==> config.mk <==
export PLATFORM = sky130hd
export DESIGN_NAME = stepdown_phase_sequencer
export DESIGN_NICKNAME = d
export VERILOG_FILES = /design/src/rtl/stepdown_pkg.sv /design/src/rtl/stepdown_phase_sequencer.sv
export SDC_FILE = /design/constraint.sdc
export NUM_CORES = 1
export LEC_CHECK = 0
export ABC_AREA = 1
export CORE_MARGIN = 8
export CORE_UTILIZATION = 45
export DETAILED_ROUTE_END_ITERATION = 10
export PLACE_DENSITY = 0.65
export RECOVER_POWER = 25
export SETUP_SLACK_MARGIN = 0.15
export SLEW_MARGIN = 30
export SYNTH_ARGS = -nofsm -noshare
export SYNTH_HDL_FRONTEND = slang
export SYNTH_SLANG_ARGS = --single-unit
export TNS_END_PERCENT = 1
==> constraint.sdc <==
create_clock -name clk -period 1.9 [get_ports clk]
set_input_delay 0.285 -clock clk [delete_from_list [all_inputs] [get_ports clk]]
set_output_delay 0.285 -clock clk [all_outputs]
set_load 0.01 [all_outputs]
==> src/rtl/stepdown_pkg.sv <==
// Shared phase encoding and parameter sanity helper for the step-down phase sequencer.
package stepdown_pkg;

    localparam int SD_CNT_W = 6;

    typedef enum logic [2:0] {OFF, TRI, DT_H, HS, DT_L, LS} sd_phase_e;

    function automatic bit sd_params_ok(input int cnt_w, input int dt_cyc, input int min_on,
                                        input int min_off, input int max_on);
        return (dt_cyc >= 1) && (dt_cyc < (1 << cnt_w)) &&
               (min_on >= 1) && (min_off >= 1) &&
               (max_on > min_on) && (max_on <= (1 << cnt_w));
    endfunction

endpackage

==> src/rtl/stepdown_phase_sequencer.sv <==
// Step-down phase sequencer: PWM request -> non-overlapping high/low-side enables.
// Optional diode emulation (LS -> TRI on zero cross) when STEPDOWN_ZCD_EN is defined.
//
// state | meaning
// OFF   | converter disabled or faulted, both switches off
// TRI   | enabled, both switches off, waiting for a PWM request
// DT_H  | dead time before high-side turn-on
// HS    | high-side on
// DT_L  | dead time before low-side turn-on
// LS    | low-side on
module stepdown_phase_sequencer
    import stepdown_pkg::*;
#(
    parameter int CNT_W   = SD_CNT_W,
    parameter int DT_CYC  = 3,
    parameter int MIN_ON  = 4,
    parameter int MIN_OFF = 4,
    parameter int MAX_ON  = 60
) (
    input  logic clk,
    input  logic rst,
    input  logic en_i,
    input  logic pwm_i,
    input  logic zc_i,
    input  logic fault_i,
    output logic hs_on_o,
    output logic ls_on_o,
    output logic tstate0_o,
    output logic tstate1_o,
    output logic fault_o
);

    localparam logic [CNT_W-1:0] DT_LAST      = CNT_W'(DT_CYC - 1);
    localparam logic [CNT_W-1:0] MIN_ON_LAST  = CNT_W'(MIN_ON - 1);
    localparam logic [CNT_W-1:0] MIN_OFF_LAST = CNT_W'(MIN_OFF - 1);
    localparam logic [CNT_W-1:0] MAX_ON_LAST  = CNT_W'(MAX_ON - 1);
    localparam logic [CNT_W-1:0] CNT_MAX      = '1;

    if (!sd_params_ok(CNT_W, DT_CYC, MIN_ON, MIN_OFF, MAX_ON)) begin : g_param_check
        $error("stepdown_phase_sequencer: illegal DT_CYC/MIN_ON/MIN_OFF/MAX_ON");
    end

    sd_phase_e        state_q, state_nxt;
    logic [CNT_W-1:0] cnt_q;
    logic             fault_q, fault_nxt;

`ifndef STEPDOWN_ZCD_EN
    logic unused_zc;
    assign unused_zc = zc_i;
`endif

    // cnt restarts on every phase change so each phase times itself from zero
    always_ff @(posedge clk or posedge rst) begin
        if (rst) begin
            state_q <= OFF;
            cnt_q   <= '0;
            fault_q <= 1'b0;
        end else begin
            state_q <= state_nxt;
            fault_q <= fault_nxt;
            if (state_nxt != state_q)
                cnt_q <= '0;
            else if (cnt_q != CNT_MAX)
                cnt_q <= cnt_q + CNT_W'(1);
        end
    end

    always_comb begin
        state_nxt = state_q;
        fault_nxt = fault_q;
        if (fault_i) begin
            state_nxt = OFF;
            fault_nxt = 1'b1;
        end else if (!en_i) begin
            state_nxt = OFF;
            fault_nxt = 1'b0;
        end else begin
            unique case (state_q)
                OFF:  if (!fault_q) state_nxt = TRI;
                TRI:  if (pwm_i) state_nxt = DT_H;
                DT_H: if (cnt_q == DT_LAST) state_nxt = HS;
                HS: begin
                    if (cnt_q == MAX_ON_LAST || (cnt_q >= MIN_ON_LAST && !pwm_i))
                        state_nxt = DT_L;
                end
                DT_L: if (cnt_q == DT_LAST) state_nxt = LS;
                LS: begin
                    if (cnt_q >= MIN_OFF_LAST && pwm_i)
                        state_nxt = DT_H;
`ifdef STEPDOWN_ZCD_EN
                    else if (cnt_q >= MIN_OFF_LAST && zc_i)
                        state_nxt = TRI;
`endif
                end
                default: state_nxt = OFF;
            endcase
        end
    end

    // outputs decode the state register only, so async reset clears them at once
    always_comb begin
        hs_on_o   = 1'b0;
        ls_on_o   = 1'b0;
        tstate0_o = 1'b0;
        tstate1_o = 1'b0;
        fault_o   = fault_q;
        case (state_q)
            HS: begin
                hs_on_o   = 1'b1;
                tstate0_o = 1'b1;
            end
            LS: begin
                ls_on_o   = 1'b1;
                tstate1_o = 1'b1;
            end
            default: ;
        endcase
    end

endmodule

==> results of run 1 <==
==> cells in the final DEF, fill, tap and decap left out, types with 4 or more instances in the layout <==
| cell type | instances |
|---|---|
| nor2_1 | 5 |
| clkdlybuf4s50_1 | 4 |
| a21oi_1 | 8 |
| buf_4 | 6 |
| inv_2 | 4 |
| dfrtp_1 | 7 |
| nand3_1 | 7 |
| inv_1 | 13 |
| nand2_1 | 15 |
| nor2_2 | 9 |
| nand2_2 | 8 |
| dlygate4sd2_1 | 4 |
==> registers in the layout, summed over array words and instances (netlist names) <==
signal,cells
fault_o,1
cnt_q,6
state_q,3
==> logic make-up (layout without fill, tap and decap cells) <==
group           Yosys count  count (layout)  synth area share, %
simple gates             56              56                41.51
buf+inv                  19              36                10.10
compound gates           14              14                12.02
flops                    10              10                32.05
fa+ha+maj                 2               2                3.205
xor+xnor                  1               1                1.122
==> repair_timing <==
action | 4_1_cts | 5_1_grt
setup endpoints to repair | 8 | 6
gates resized for setup | 7 | 9
setup buffers | 1 | 4
pin swaps | 0 | 2
==> worst max-delay path, stage by stage (launching register included) <==
cell and delay [ps]:
dfrtp_2 420, ha_2 200, inv_2 80, nand3_4 100
nand2_4 100, nand2_1 50, nand2_1 50, nand2_1 70
nand2_1 100, nand2_1 70, nand2_2 80, nor2_4 40
nand2_4 110, nor2_2 40
==> path summary, 6_finish.rpt <==
check / startpoint / end / slack [ps] / cells past startpoint
max in group asynchronous: rst / state_q[2] / 1170 / 2
setup / recovery: cnt_q[1] / cnt_q[0] / 260 / 13
hold reg to reg: fault_o / fault_o / 550 / 2
setup reg to reg: cnt_q[1] / cnt_q[0] / 260 / 13
hold / removal: rst / cnt_q[2] / 430 / 2
min in group clk: fault_o / fault_o / 550 / 2
==> area by class of cell <==
class | instances | area [sq um]
Inverter | 17 | 63.81
Clock buffer | 4 | 36.28
Tap cell | 17 | 21.27
Multi-Input combinational cell | 73 | 481.7
Fill cell | 151 | 683.2
Timing Repair Buffer | 15 | 130.1
Sequential cell | 10 | 254.0
==> power by group <==
part           internal [uW]  total [uW]  switching (uW)
clock                    116         184            67.8
sequential               261         320            59.1
combinational            177         378             201
==> per-stage QoR <==
| stage | std cells | worst slack, ps | utilization [%] | area, sq um | hold slack [ps] |
|---|---|---|---|---|---|
| 5_1_grt | 136 | 140.6 | 59.10 | 987.2 | 451.3 |
| 3_3_place_gp | 127 | 132.2 | 52.96 | 884.6 | 542.4 |
| 3_5_place_dp | 127 | 130.5 | 52.96 | 884.6 | 540.8 |
| 6_report | 136 | 263.0 | 59.10 | 987.2 | 431.2 |
| 4_1_cts | 132 | 178.4 | 55.58 | 928.4 | 294.0 |
| 2_1_floorplan | 102 | 296.9 | - | 780.7 | 125.2 |
==> layer usage <==
metal	vias to the layer above	share of wire, %	GRT usage, %
li1	359	-	-
met1	312	49	13.03
met2	7	47	13.34
met3	2	2.5	2.428
met4	0	0.80	5.245
met5	-	0	0
==> results.txt, run 1 <==
* Largest net degree at the start of global routing: 11
* Max cap viols: 0
- Routability-driven placement finished with a final weighted congestion of 0.8257.
- In the final routed layout, each cell accounts on average for 11.10 um.
- Counting flops with an async set or reset pin after synthesis yields a share of 100.0%.
* Yosys reg bits: 10
- Final antenna-violating net count: 0
- In this run the tightest slew margin relative to its limit is 74.96%.
- Pwr/cell area: 893.5 nW/um^2
- Final Cycle Share: 86.16%
* Max IR drop VDD: 0.0006387 V
- From left edge to right edge, the die measures 57.66 um.
- Along the worst path, the maximum fanout reaches 6.
* Number of buffer cells added on primary ports: 9
- Synthesis produced a netlist whose cell count is 102.
- At the end of the flow, the number of nets in the layout was 128.
* EDFF count, synth: 0
* Placeable core region: 1670 sq um
- The cell area that synthesis handed to floorplanning was 780.7 sq um.
- Hold Vio Cnt, Final: 0
* Most instantiated cells after synthesis: nand2_1, inv_1, dfrtp_1
* Global router's overall resource usage: 9.576%
- Hold-fix buffers, CTS: 0
* CTS H-tree depth: 1
- Worst-Skew Late Latency: 260 ps
- Antenna violations before repair: 0
- Counting distinct cell types in the post-synthesis netlist gives 22.
- At the worst endpoint, the required time is 2050 ps.
* Yosys warning count: 0
* Actual transition at the worst max-transition pin: 375.2 ps
- Clock period minus worst slack: 1637 ps
- Setup repair after global routing left no endpoint under its margin.
* Signal arrival time at the worst endpoint: 1780 ps
* CTS buffer count: 3
* Via total after detailed routing: 680
- Top cells by area in the synthesized netlist: dfrtp_1, nand2_1, inv_1
* Commonest register cell after synthesis: dfrtp_1
* Type of element capturing the critical path: flop
* I/O pins: 11
* Total half-perimeter wirelength after legalization and detailed placement: 1137 um
- Total power: 882.1 uW
- Counting along the longest clock path gives a buffer depth of 2.
- DRC violation count after routing: 0
* Leakage: 0.0005010 uW
- Die Height: 57.66 um
- Global routing finished with a remaining overflow of 0.
- Via-to-Cell Ratio: 5.000
* Synth Net Count: 110
- Number of detailed-route iterations in the first pass: 4
* Share of layout cells above drive strength 1: 39.50%
* Diodes inserted: 0
* CTS Sinks: 10
- Status: completed
- On the final layout, the worst clock skew is 6.578 ps.
- Fraction of post-synthesis cell area in the top cell type by area: 32.05%
- Of all cell types, the one taking the most synthesized area is dfrtp_1.
* CTS tree: yes
- Each instance of the synthesized netlist takes up on average 7.654 sq um.
* 1st-iter DRT viols: 23
- Vias in the first global route: 609
- Clock-pin slew was measured on the worst setup and hold paths at 70 ps.
* Total negative slack: 0 ps
- Achievable clock frequency: 610.9 MHz
- The worst hold path belongs to the class primary input to asynchronous set/reset pin.
- Startpoint Class: flop
- Start-to-end type of the worst setup path: flop to flop
- The floorplan step defined a die boundary enclosing 3324 sq um.
- Setup violations remaining at the end of the flow were counted as 0.
* Site row count: 15
- The cell sitting at the root of the clock tree is a clkbuf_4.
- Compared with the post-synthesis result, the final layout area differs by 26.44%.
- Most numerous cell in the Yosys netlist: nand2_1
- The first global-routing pass estimated 2573 um of wire.
* Total wirelength of the detailed-routed design: 1509 um
- Of the synthesized area, sequential elements account for 32.05%.
- Starting Density: 46.74%
- Pins over their slew limit: 0
Note: power is estimated with default switching activity, not from simulation.
==> run 2: changes to the inputs <==
--- a/config.mk
+++ b/config.mk
@@ -8,6 +8,7 @@
 export ABC_AREA = 1
 export CORE_MARGIN = 8
 export CORE_UTILIZATION = 45
+export CTS_CLUSTER_SIZE = 30
 export DETAILED_ROUTE_END_ITERATION = 10
 export PLACE_DENSITY = 0.65
 export RECOVER_POWER = 25
==> results of run 2 <==
Final layout, timing and power as in run 1 (identical DEF).
==> run 3: changes to the inputs <==
--- a/config.mk
+++ b/config.mk
@@ -6,6 +6,7 @@
 export NUM_CORES = 1
 export LEC_CHECK = 0
 export ABC_AREA = 1
+export ABC_CLOCK_PERIOD_IN_PS = 1900
 export CORE_MARGIN = 8
 export CORE_UTILIZATION = 45
 export CTS_CLUSTER_SIZE = 30
==> results of run 3 <==
Final layout, timing and power as in run 1 (identical DEF).
